==> config.mk <==
export PLATFORM = sky130hd
export DESIGN_NAME = conv_row_accum_flat
export DESIGN_NICKNAME = d
export VERILOG_FILES = /design/src/rtl/conv_row_accum_pkg.sv /design/src/rtl/conv_row_accum_if.sv /design/src/rtl/conv_row_accum_requant_sat.sv /design/src/rtl/conv_row_accum.sv /design/src/flat_wrapper.sv
export SDC_FILE = /design/constraint.sdc
export NUM_CORES = 1
export LEC_CHECK = 0
export CAP_MARGIN = 40
export CORE_ASPECT_RATIO = 1.2
export CORE_MARGIN = 5
export CORE_UTILIZATION = 61
export DETAILED_ROUTE_END_ITERATION = 10
export PLACE_DENSITY = 0.83
export SLEW_MARGIN = 40
export SYNTH_ARGS = -nofsm -noshare
export SYNTH_HDL_FRONTEND = slang
export SYNTH_HIERARCHICAL = 1
export SYNTH_SLANG_ARGS = --single-unit
==> constraint.sdc <==
create_clock -name clk -period 9.3 [get_ports clk]
set_input_delay 0.93 -clock clk [delete_from_list [all_inputs] [get_ports clk]]
set_output_delay 0.93 -clock clk [all_outputs]
set_load 0.05 [all_outputs]
==> src/rtl/conv_row_accum_pkg.sv <==
// Shared widths and types for the convolution row accumulator.
package conv_row_accum_pkg;
  localparam int DATA_BITS     = 16;
  localparam int INTERNAL_BITS = 32;
  localparam int KROWS_DEF     = 3;
  localparam int ACC_BITS      = 34;
  localparam int SHIFT_BITS    = 5;

  typedef struct packed {
    logic [DATA_BITS-1:0] data;
    logic                 sat;
  } rq_t;

  function automatic logic signed [ACC_BITS-1:0] sext_acc(input logic signed [INTERNAL_BITS-1:0] v);
    return ACC_BITS'(v);
  endfunction
endpackage

==> src/rtl/conv_row_accum_if.sv <==
// Psum input stream and pixel output stream of the row accumulator.
interface conv_row_accum_if;
  import conv_row_accum_pkg::*;
  logic                     psum_valid;
  logic                     psum_ready;
  logic [INTERNAL_BITS-1:0] psum_in;
  logic                     out_valid;
  logic                     out_ready;
  logic [DATA_BITS-1:0]     out_data;

  modport master (output psum_valid, psum_in, out_ready,
                  input  psum_ready, out_valid, out_data);
  modport slave  (input  psum_valid, psum_in, out_ready,
                  output psum_ready, out_valid, out_data);
endinterface

==> src/rtl/conv_row_accum_requant_sat.sv <==
// Combinational ReLU, round-half-up right shift and saturation to DATA_BITS.
module requant_sat
  import conv_row_accum_pkg::*;
(
  input  logic signed [ACC_BITS-1:0]   sum,
  input  logic        [SHIFT_BITS-1:0] shift_amt,
  input  logic                         relu_en,
  output rq_t                          res
);
  // One guard bit so the rounding add cannot wrap near the accumulator limit
  localparam int W = ACC_BITS + 1;
  localparam logic signed [W-1:0] MAXV = W'((2 ** (DATA_BITS - 1)) - 1);
  localparam logic signed [W-1:0] MINV = -MAXV - W'(1);

  logic signed [W-1:0] relu_v, rnd, shifted;

  always_comb begin
    relu_v = W'(sum);
    if (relu_en && sum[ACC_BITS-1]) relu_v = '0;
    rnd = '0;
    if (shift_amt != '0) rnd = W'(1) << (shift_amt - SHIFT_BITS'(1));
    shifted  = (relu_v + rnd) >>> shift_amt;
    res.sat  = 1'b0;
    res.data = shifted[DATA_BITS-1:0];
    if (shifted > MAXV) begin
      res.data = MAXV[DATA_BITS-1:0];
      res.sat  = 1'b1;
    end else if (shifted < MINV) begin
      res.data = MINV[DATA_BITS-1:0];
      res.sat  = 1'b1;
    end
  end
endmodule

==> src/rtl/conv_row_accum.sv <==
// Sums KROWS PE row results plus bias into one requantized output pixel.
module conv_row_accum
  import conv_row_accum_pkg::*;
#(
  parameter int KROWS = KROWS_DEF
) (
  input  logic                     clk,
  input  logic                     rst,
  conv_row_accum_if.slave          bus,
  input  logic                     bias_load,
  input  logic [INTERNAL_BITS-1:0] bias_in,
  input  logic [SHIFT_BITS-1:0]    shift_amt,
  input  logic                     relu_en,
  input  logic                     flush,
  output logic [1:0]               row_cnt,
  output logic                     sat_flag
);
  localparam logic [1:0] LAST = 2'(KROWS - 1);

  logic signed [ACC_BITS-1:0]      acc, base, sum;
  logic signed [INTERNAL_BITS-1:0] bias_r;
  logic                            last_row, accept, out_valid_r;
  logic [DATA_BITS-1:0]            out_data_r;
  rq_t                             rq;

  assign last_row       = (row_cnt == LAST);
  // Only the completing beat needs a free output slot
  assign bus.psum_ready = !(last_row && out_valid_r && !bus.out_ready);
  assign accept         = bus.psum_valid && bus.psum_ready && !flush;
  assign base           = (row_cnt == 2'd0) ? sext_acc(bias_r) : acc;
  assign sum            = base + sext_acc(bus.psum_in);
  assign bus.out_valid  = out_valid_r;
  assign bus.out_data   = out_data_r;

  requant_sat u_rq (
    .sum       (sum),
    .shift_amt (shift_amt),
    .relu_en   (relu_en),
    .res       (rq)
  );

  always_ff @(posedge clk or negedge rst) begin
    if (!rst) begin
      acc         <= '0;
      bias_r      <= '0;
      row_cnt     <= '0;
      out_valid_r <= 1'b0;
      out_data_r  <= '0;
      sat_flag    <= 1'b0;
    end else begin
      if (flush) begin
        row_cnt <= '0;
        acc     <= '0;
      end else if (accept) begin
        row_cnt <= last_row ? 2'd0 : row_cnt + 2'd1;
        acc     <= sum;
      end
      if (bias_load && row_cnt == 2'd0 && !accept) bias_r <= bias_in;
      if (accept && last_row) begin
        out_data_r  <= rq.data;
        out_valid_r <= 1'b1;
        sat_flag    <= sat_flag | rq.sat;
      end else if (bus.out_ready) begin
        out_valid_r <= 1'b0;
      end
    end
  end
endmodule

==> src/flat_wrapper.sv <==
// flat-port wrapper written by rule: the top's interface ports become plain ports
module conv_row_accum_flat import conv_row_accum_pkg::*;
#(
  parameter int KROWS = KROWS_DEF
)
  (clk, rst, bias_load, bias_in, shift_amt, relu_en, flush, row_cnt, sat_flag, bus_psum_valid, bus_psum_in, bus_out_ready, bus_psum_ready, bus_out_valid, bus_out_data);
  conv_row_accum_if bus_i ();
  input  logic clk;
  input  logic rst;
  input  logic bias_load;
  input  logic [INTERNAL_BITS-1:0] bias_in;
  input  logic [SHIFT_BITS-1:0] shift_amt;
  input  logic relu_en;
  input  logic flush;
  output logic [1:0] row_cnt;
  output logic sat_flag;
  input wire logic [$bits(bus_i.psum_valid)-1:0] bus_psum_valid;
  input wire logic [$bits(bus_i.psum_in)-1:0] bus_psum_in;
  input wire logic [$bits(bus_i.out_ready)-1:0] bus_out_ready;
  output wire logic [$bits(bus_i.psum_ready)-1:0] bus_psum_ready;
  output wire logic [$bits(bus_i.out_valid)-1:0] bus_out_valid;
  output wire logic [$bits(bus_i.out_data)-1:0] bus_out_data;
  assign bus_i.psum_valid = bus_psum_valid;
  assign bus_i.psum_in = bus_psum_in;
  assign bus_i.out_ready = bus_out_ready;
  assign bus_psum_ready = bus_i.psum_ready;
  assign bus_out_valid = bus_i.out_valid;
  assign bus_out_data = bus_i.out_data;
  conv_row_accum #(.KROWS(KROWS)) u_core (.clk(clk), .rst(rst), .bus(bus_i), .bias_load(bias_load), .bias_in(bias_in), .shift_amt(shift_amt), .relu_en(relu_en), .flush(flush), .row_cnt(row_cnt), .sat_flag(sat_flag));
endmodule
### Yosys cells after proc, flatten, opt, wreduce, memory -nomap -nowiden

Index checks and enable logic that the tools add are counted.

| word-level totals | value |
|---|---|
| output and inout bits | 21 |
| memories kept | 0 |
| bits in latches | 0 |
| RAM bits | 0 |
| register bits after elaboration | 86 |
| word-level logic and storage cells | 44 |
| bits in read-only memories | 0 |
| input port bits | 76 |

| cells by class | value |
|---|---|
| equal/unequal tests | 1 |
| magnitude comparators | 2 |
| div/mod/pow operators | 0 |
| multiply operators | 0 |
| shifts and indexed selects | 2 |
| mux-type cells | 12 |
| add/sub/neg operators | 4 |
| bitwise operators | 1 |
| reductions and logical operators | 16 |

Operator list:

| cell | count |
|---|---|
| two-way mux 34 bit | 3 |
| two-way mux 35 bit | 2 |
| adder 35 bit | 1 |
| greater-than comparator 35 x 16 -> 1 bit, second input constant | 1 |
| < comparator 35 x 16 -> 1 bit, second input constant | 1 |
| << shifter 1 x 5 -> 35 bit, first input constant | 1 |
| >>> shifter 35 x 5 -> 35 bit | 1 |
| adder 34 x 32 -> 34 bit | 1 |
| two-way mux 17 bit | 2 |
| logical AND 1 bit | 8 |
| two-way mux 2 bit | 3 |
| nonzero test 5 bit | 1 |
| subtractor 5 x 1 -> 5 bit, second input constant | 1 |
| zero test 1 bit | 4 |
| nonzero test 2 bit | 2 |
| adder 2 x 1 -> 2 bit, second input constant | 1 |
| == test 2 bit, second input constant | 1 |
| zero test 2 bit | 1 |
| two-way mux 1 bit | 2 |
| OR 1 bit | 1 |

### Depth between registers and ports, before layout

Gate-level depths: netlist (run 1).

| logic depth | value |
|---|---|
| word-level depth | 11 |
| depth in mapped cells | 32 |
| mapped depth without buffers | 28 |

### Cells and area by module

The synthesis (run 1) kept the hierarchy.

Modules (own cells, without submodules):

| module | area an instance (µm²) | seq. area each (µm²) | cells each | times used |
|---|---|---|---|---|
| requant_sat | 6,010.8 | 0.0 | 860 | 1 |
| conv_row_accum | 5,582.9 | 2,152.1 | 564 | 1 |

### Worst setup path before layout (run 1)

Ideal clock, no wire load.

| path | value |
|---|---|
| path kind | register to register |
| start point | register u_core.row_cnt[1] |
| end point | register u_core.out_data_r[5], in the netlist u_core/bus.out_data[5] |
| stages on the path, launching flop included | 33 |
| clock period less this slack | 7.499 ns |
| required time | 9.175 ns |
| arrival | 7.374 ns |
| setup time | 0.125 ns |
| path slack | 1.801 ns |
| buffers on the path | 5 |
| path through | dfrtp_1 -> nor2_1 -> clkbuf_1 -> mux2_2 -> ha_1 -> buf_2 -> and4_1 -> nand2_1 -> nor3_2 -> o2111ai_1 -> a211oi_1 -> a211oi_2 -> xnor2_1 -> nand2_1 -> clkbuf_1 -> nand2_1 -> inv_1 -> ha_1 -> a211oi_4 -> o21ai_4 -> a22oi_2 -> a211o_1 -> a21oi_2 -> or2_1 -> buf_4 -> o211a_1 -> a221o_1 -> a21oi_1 -> o2111ai_1 -> o311ai_4 -> buf_6 -> o211ai_2 -> mux2_2 |

RTL lines:

| item | line | RTL |
|---|---|---|
| start, declared | conv_row_accum.sv:15 | `output logic [1:0] row_cnt,` |
| start signal, assigned | conv_row_accum.sv:55 | `row_cnt <= last_row ? 2'd0 : row_cnt + 2'd1;` |
| end signal, assigned | conv_row_accum.sv:60 | `out_data_r <= rq.data;` |
| end, declared | conv_row_accum.sv:23 | `logic [DATA_BITS-1:0] out_data_r;` |

==> metrics.txt, run 1 <==
synthesized flop and latch total 86; WL final 41.1 mm; count of cell types in the netlist around 110; Clk pwr share 10.7%; drt initial violations approximately 1200; Sw Share 53.4%; Final Max Tran Viols 0; Port Buf Inserts 96; CP Launch Type register; Cell Rows 55; crit-path max FO 32; P_int 1680 uW; # setup viols final 0; CP max-delay cell a2111oi_0; worst-skew pair later-pin latency 0.36 ns; sw power 1920 uW; setup TNS 0 ns; Max-slew headroom 48.8%; Mean Syn Cell Area approximately 8.1 sq um; WP data required 9.56 ns; EDFF count, synth 0; share of the synthesized area in the top cell type 18.6%; GPL Wtd Cong 1.04; clk buf depth 2; top_reg_cell synth dfrtp_1; Peak Freq around 110 MHz; Hold Vio Cnt, Final 0; worst setup skew after layout approximately 0.014 ns; Ports 97; Post-Synthesis Cells about 1400; Critical Path End Type register; max-cap check violation count 0; post-synthesis sequential area ratio 18.6%; Root Driver clkbuf_16; antenna viol nets, final 0; Yosys top cell by area dfrtp_1; CP max stage delay 0.71 ns; setup ws final 0.506 ns; Peak VDD IR 142 uV; Pre-antenna DRT Iters 7; worst min-delay path class in2async; CTS tree built; Yosys warning total 6; total inserted antenna cells 0; Leakage roughly 0.0052 uW; initial antenna violation count 1; Reg clk slew, reported paths 0.08 ns; worst slew pin tran roughly 0.76 ns; final net count 1613; setup slack at placement between 0.4 and 0.5 ns; total vias in the final route 12300; top cells by area, synth dfrtp_1 19%, mux2_2 8.4%, ha_1 7.0%; Synth Cell Area 11600 sq um; hold_buf cts 0; Tmin final 8.79 ns; largest net degree at the start of global routing 69; wire length of the first global-routing pass 64.3 mm; Inserted Clock Buffers 9; grt total ovfl 0; DRC viols 0; WS Path Type reg2reg; Seq pwr share 14.9%; Synth-to-Final Area Change 12.0%; Post-DP HPWL ~32 mm; vias in the first global route 12100; TritonCTS Sinks 86; Async SR Flop Fraction 100%; outcome finished clean; vias per std cell 7.08; Initial Util roughly three fifths; combinational power share 74.5%; gr usage total 36.8%; core area around 19000 sq um; CP arrival 9.05 ns; syn_nets 1567; power density over the cells between 200 and 300 nW/um^2; htree depth 3; RSZ-0062 raised after global routing false; Die Width 136 um; Avg WL per Cell 23.8 um; Chip Height 161 um; Die ar. 21900 sq um; fin crit share 94.6%; share of cells above drive strength 1 15.9%
[cells by family after synthesis]
group | count (synthesis) | synth area share, %
buffers and inverters | 121 | 4.80
muxes | 128 | 13.1
AOI/OAI and AO/OA | 481 | 30.9
adders and majority gates | 67 | 7.36
other | 1 | 0.0323
xor gates and xnor gates | 51 | 3.92
DFF | 86 | 18.6
and+or+nand+nor | 489 | 21.3
[power by group through the flow]
stage | Sequential [uW] | Clock (uW) | Combinational [uW]
5_1_grt | 547 | 408 | 2860
3_5_place_dp | 541 | 0 | 2580
2_1_floorplan | 653 | 0 | 1850
4_1_cts | 534 | 390 | 2600
6_report | 535 | 384 | 2680
3_3_place_gp | 535 | 0 | 2540
[final timing paths]
path | startpoint | to | slack [ns] | cells past startpoint
min | rst | u_core/bus.out_data[14] | 0.46 | 1
max in group asynchronous | rst | u_core/bias_r[1] | 7.92 | 2
min in group clk | u_core/sat_flag | u_core/sat_flag | 0.46 | 1
max reg2reg | u_core/row_cnt[1] | u_core/bus.out_data[0] | 0.51 | 29
min reg2reg | u_core/sat_flag | u_core/sat_flag | 0.46 | 1
max | u_core/row_cnt[1] | u_core/bus.out_data[0] | 0.51 | 29
[metal layers]
layer / up-vias / track usage, % / share of wire [%]
met5: - / 0 / 0.032
met4: 2 / 24.2 / 7.7
met3: 201 / 6.01 / 7.7
met2: 761 / 63.7 / 48
met1: 5812 / 41.4 / 36
li1: 5485 / - / -
[registers in the layout (all words and copies together), names as in the netlist]
register,flops
u_core/acc,34
u_core/bias_r,32
u_core/bus.out_data,16
u_core/bus.out_valid,1
u_core/row_cnt,2
u_core/sat_flag,1
[metrics by stage]
stage               power [uW]  cells  hold WS, ns  cell area (sq um)  utilization [%]
floorplan                 2500   1424        0.460              11600                -
global placement          3070   1714        0.441              12700             67.4
detailed placement        3120   1714        0.444              12700             67.4
CTS                       3520   1730        0.456              13000             69.0
global route              3810   1731        0.472              13000             69.1
finish                    3600   1731        0.460              13000             69.1
[layout make-up]
class	count	area (sq um)
clock buffer	9	225
fill	1531	5800
sequential	86	2150
inverter	28	105
multi-input combinational	1217	8900
tap	256	320
timing repair buffer	128	1200
clock inverter	7	78.8
[worst max-delay path: cells and delay by family, from the launching register on]
family	cells	cell delay, ns
flip-flops	1	0.47
buffers and inverters	3	0.90
AO/OA/AOI/OAI	10	2.84
adder cells (fa/ha/maj)	2	1.07
XOR/XNOR	2	0.57
AND/OR/NAND/NOR	10	2.15
multiplexers	2	0.66
[synthesized netlist by cell type, drive strengths merged (17+ instances only)]
master,n
o211ai,45
ha,65
a21oi,114
a31oi,17
inv,25
nand3,18
nor3,40
mux2i,30
a21o,24
and2,44
nor2,115
dfrtp,86
xnor2,29
o21a,29
xor2,22
a211oi,45
mux2,88
o21ai,83
nand4,38
buf,43
nand2,153
clkbuf,50
[cells in the final DEF, fill, tap and decap left out, types with 7 or more instances in the layout]
master	synthesis	routed
o21a_1	28	28
nor2_1	114	110
dfrtp_1	86	86
mux2i_1	30	30
a31oi_1	15	15
nand3_1	17	17
a22o_1	16	16
xor2_1	22	22
mux2_2	86	86
o22ai_1	7	7
nand2_1	153	152
o21ai_1	18	18
nor3_1	37	37
a211oi_1	39	39
a21o_1	24	24
buf_4	9	32
and2_1	43	42
o21ai_0	58	58
inv_1	24	24
a211o_1	9	9
mux4_2	10	10
clkdlybuf4s50_1	0	95
o211ai_2	14	14
ha_1	65	65
o211ai_1	31	31
clkbuf_16	0	9
a21oi_1	95	95
and4_1	10	10
a21oi_2	18	18
o31ai_1	8	8
nor2b_1	10	10
o21bai_1	10	10
xnor2_1	28	28
nand4_1	38	38
nand2b_1	16	16
[repair_timing]
action	4_1_cts	5_1_grt
setup buffers	0	1
endpoints found under the setup margin	0	16
endpoints found under the hold margin	0	0
resized for setup	0	4
Power figures use the tool's default switching activity.
==> run 2, diff against run 1 <==
Settings changed: ABC_CLOCK_PERIOD_IN_PS set to 9300.
==> results of run 2 <==
Same layout as run 1: the final DEF is identical, and so are final timing and power.
==> run 3, diff against run 2 <==
Settings changed: CORE_UTILIZATION 61 to 33, PLACE_DENSITY 0.83 to unset.
==> metrics.txt, run 3 (synthesis gave the netlist of run 1 again) <==
outcome finished clean; drt initial violations roughly 900; total vias in the final route 11600; max-cap check violation count 0; Inserted Clock Buffers 9; Cell Rows 75; Largest register FFs 34; most common cell after layout, fill and taps aside nand2_1; Sw Share a little over half; initial antenna violation count 0; Initial Util 33.3%; CTS tree built; antenna viol nets, final 0; final total power 3550 uW; post-CTS setup buffers 0; vias per std cell roughly 6.0; CP max stage delay roughly 0.5 ns; Final Max Tran Viols 0; Pre-antenna DRT Iters 6; total inserted antenna cells 0; fin crit share 91.8%; Seq pwr share 15.0%; worst-skew pair later-pin latency ~0.36 ns; combinational power share 74.0%; Post-DP HPWL 31.4 mm; worst setup skew after layout 0.00875 ns; hold_buf cts 0; TritonCTS Sinks 86; core area 34800 sq um; crit-path max FO 28; DRC viols 0; final net count about 1600; fin util 37.8%; Hold Vio Cnt, Final 0; worst slew pin tran 0.831 ns; setup TNS 0 ns; worst min-delay path class in2async; CP max-delay cell a211oi_1; share of cells above drive strength 1 roughly 15%; P_int 1690 uW; Ports 97; clk buf depth 2; Port Buf Inserts 96; WP data required 9.54 ns; Tmin final approximately 8.5 ns; Die ar. 39000 sq um; GPL Wtd Cong 1.01; Root Driver clkbuf_16; CP arrival 8.78 ns; power density over the cells 269 nW/um^2; Critical Path End Type register; Chip Height 215 um; Clk pwr share 11.0%; wire length of the first global-routing pass 63.2 mm; grt total ovfl 0; worst setup path start u_core/row_cnt[1]; sw power approximately 1900 uW; cell family with most CP delay compound AO/OA/AOI/OAI gates; WS Path Type reg2reg; Critical R2R Launch u_core/row_cnt[1]; Die Width 181 um; most frequent cells in the layout 152 x nand2_1, 111 x nor2_1, 95 x clkdlybuf4s50_1, 95 x a21oi_1; htree depth 3; Peak Freq ~120 MHz; Synth-to-Final Area Change 13.6%; Worst Path Buf+Inv 3; RSZ-0062 raised after global routing false; Peak VDD IR 96.9 uV; CTS-repair resized insts 0; Leakage 0.00516 uW; dpl cells 1911; Max-slew headroom around 44%; gr usage total 19.7%; Layout Cells excl Fill 1926; largest net degree at the start of global routing 70; vias in the first global route approximately 11000; WL final 40.0 mm; Hold WS 0.436 ns; CP Launch Type register; Reg clk slew, reported paths 0.07 ns; # setup viols final 0; Avg WL per Cell 20.8 um; Biggest register u_core/acc
==> run 3: path summary, 6_finish.rpt <==
path	end	slack, ns	depth (start not counted)
setup / recovery	u_core/bus.out_data[4]	0.76	29
hold / removal	u_core/bus.out_data[2]	0.44	1
setup reg to reg	u_core/bus.out_data[4]	0.76	29
hold reg to reg	u_core/sat_flag	0.46	1
max in group asynchronous	u_core/acc[1]	7.92	2
min in group clk	u_core/sat_flag	0.46	1
==> run 3: final cells by class <==
cell class,instances,area (sq um)
Fill cell,3656,21600
Multi-Input combinational cell,1217,8900
Sequential cell,86,2150
Timing Repair Buffer,118,1130
Tap cell,462,578
Clock buffer,10,239
Inverter,28,105
Clock inverter,5,67.6
==> run 3: metal layers <==
layer | global-route usage [%] | vias up | part of all wire (%)
li1 | - | 5450 | -
met1 | 25.2 | 5614 | 42
met2 | 33.7 | 490 | 48
met3 | 2.69 | 93 | 6.1
met4 | 7.38 | 0 | 3.9
met5 | 0 | - | 0
==> run 3: power by group through the flow <==
stage	Combinational, uW	Clock [uW]	Sequential, uW
6_report	2620	392	532
5_1_grt	2840	414	545
4_1_cts	2590	402	534
3_5_place_dp	2570	0	541
3_3_place_gp	2560	0	536
2_1_floorplan	1850	0	653
==> run 3: through the flow <==
| stage | area (sq um) | setup slack [ns] |
|---|---|---|
| 2_1_floorplan | 11600 | 1.80 |
| 3_5_place_dp | 12900 | 0.174 |
| 3_3_place_gp | 12800 | 0.360 |
| 4_1_cts | 13200 | 0.158 |
| 6_report | 13200 | 0.763 |
| 5_1_grt | 13200 | 0.187 |
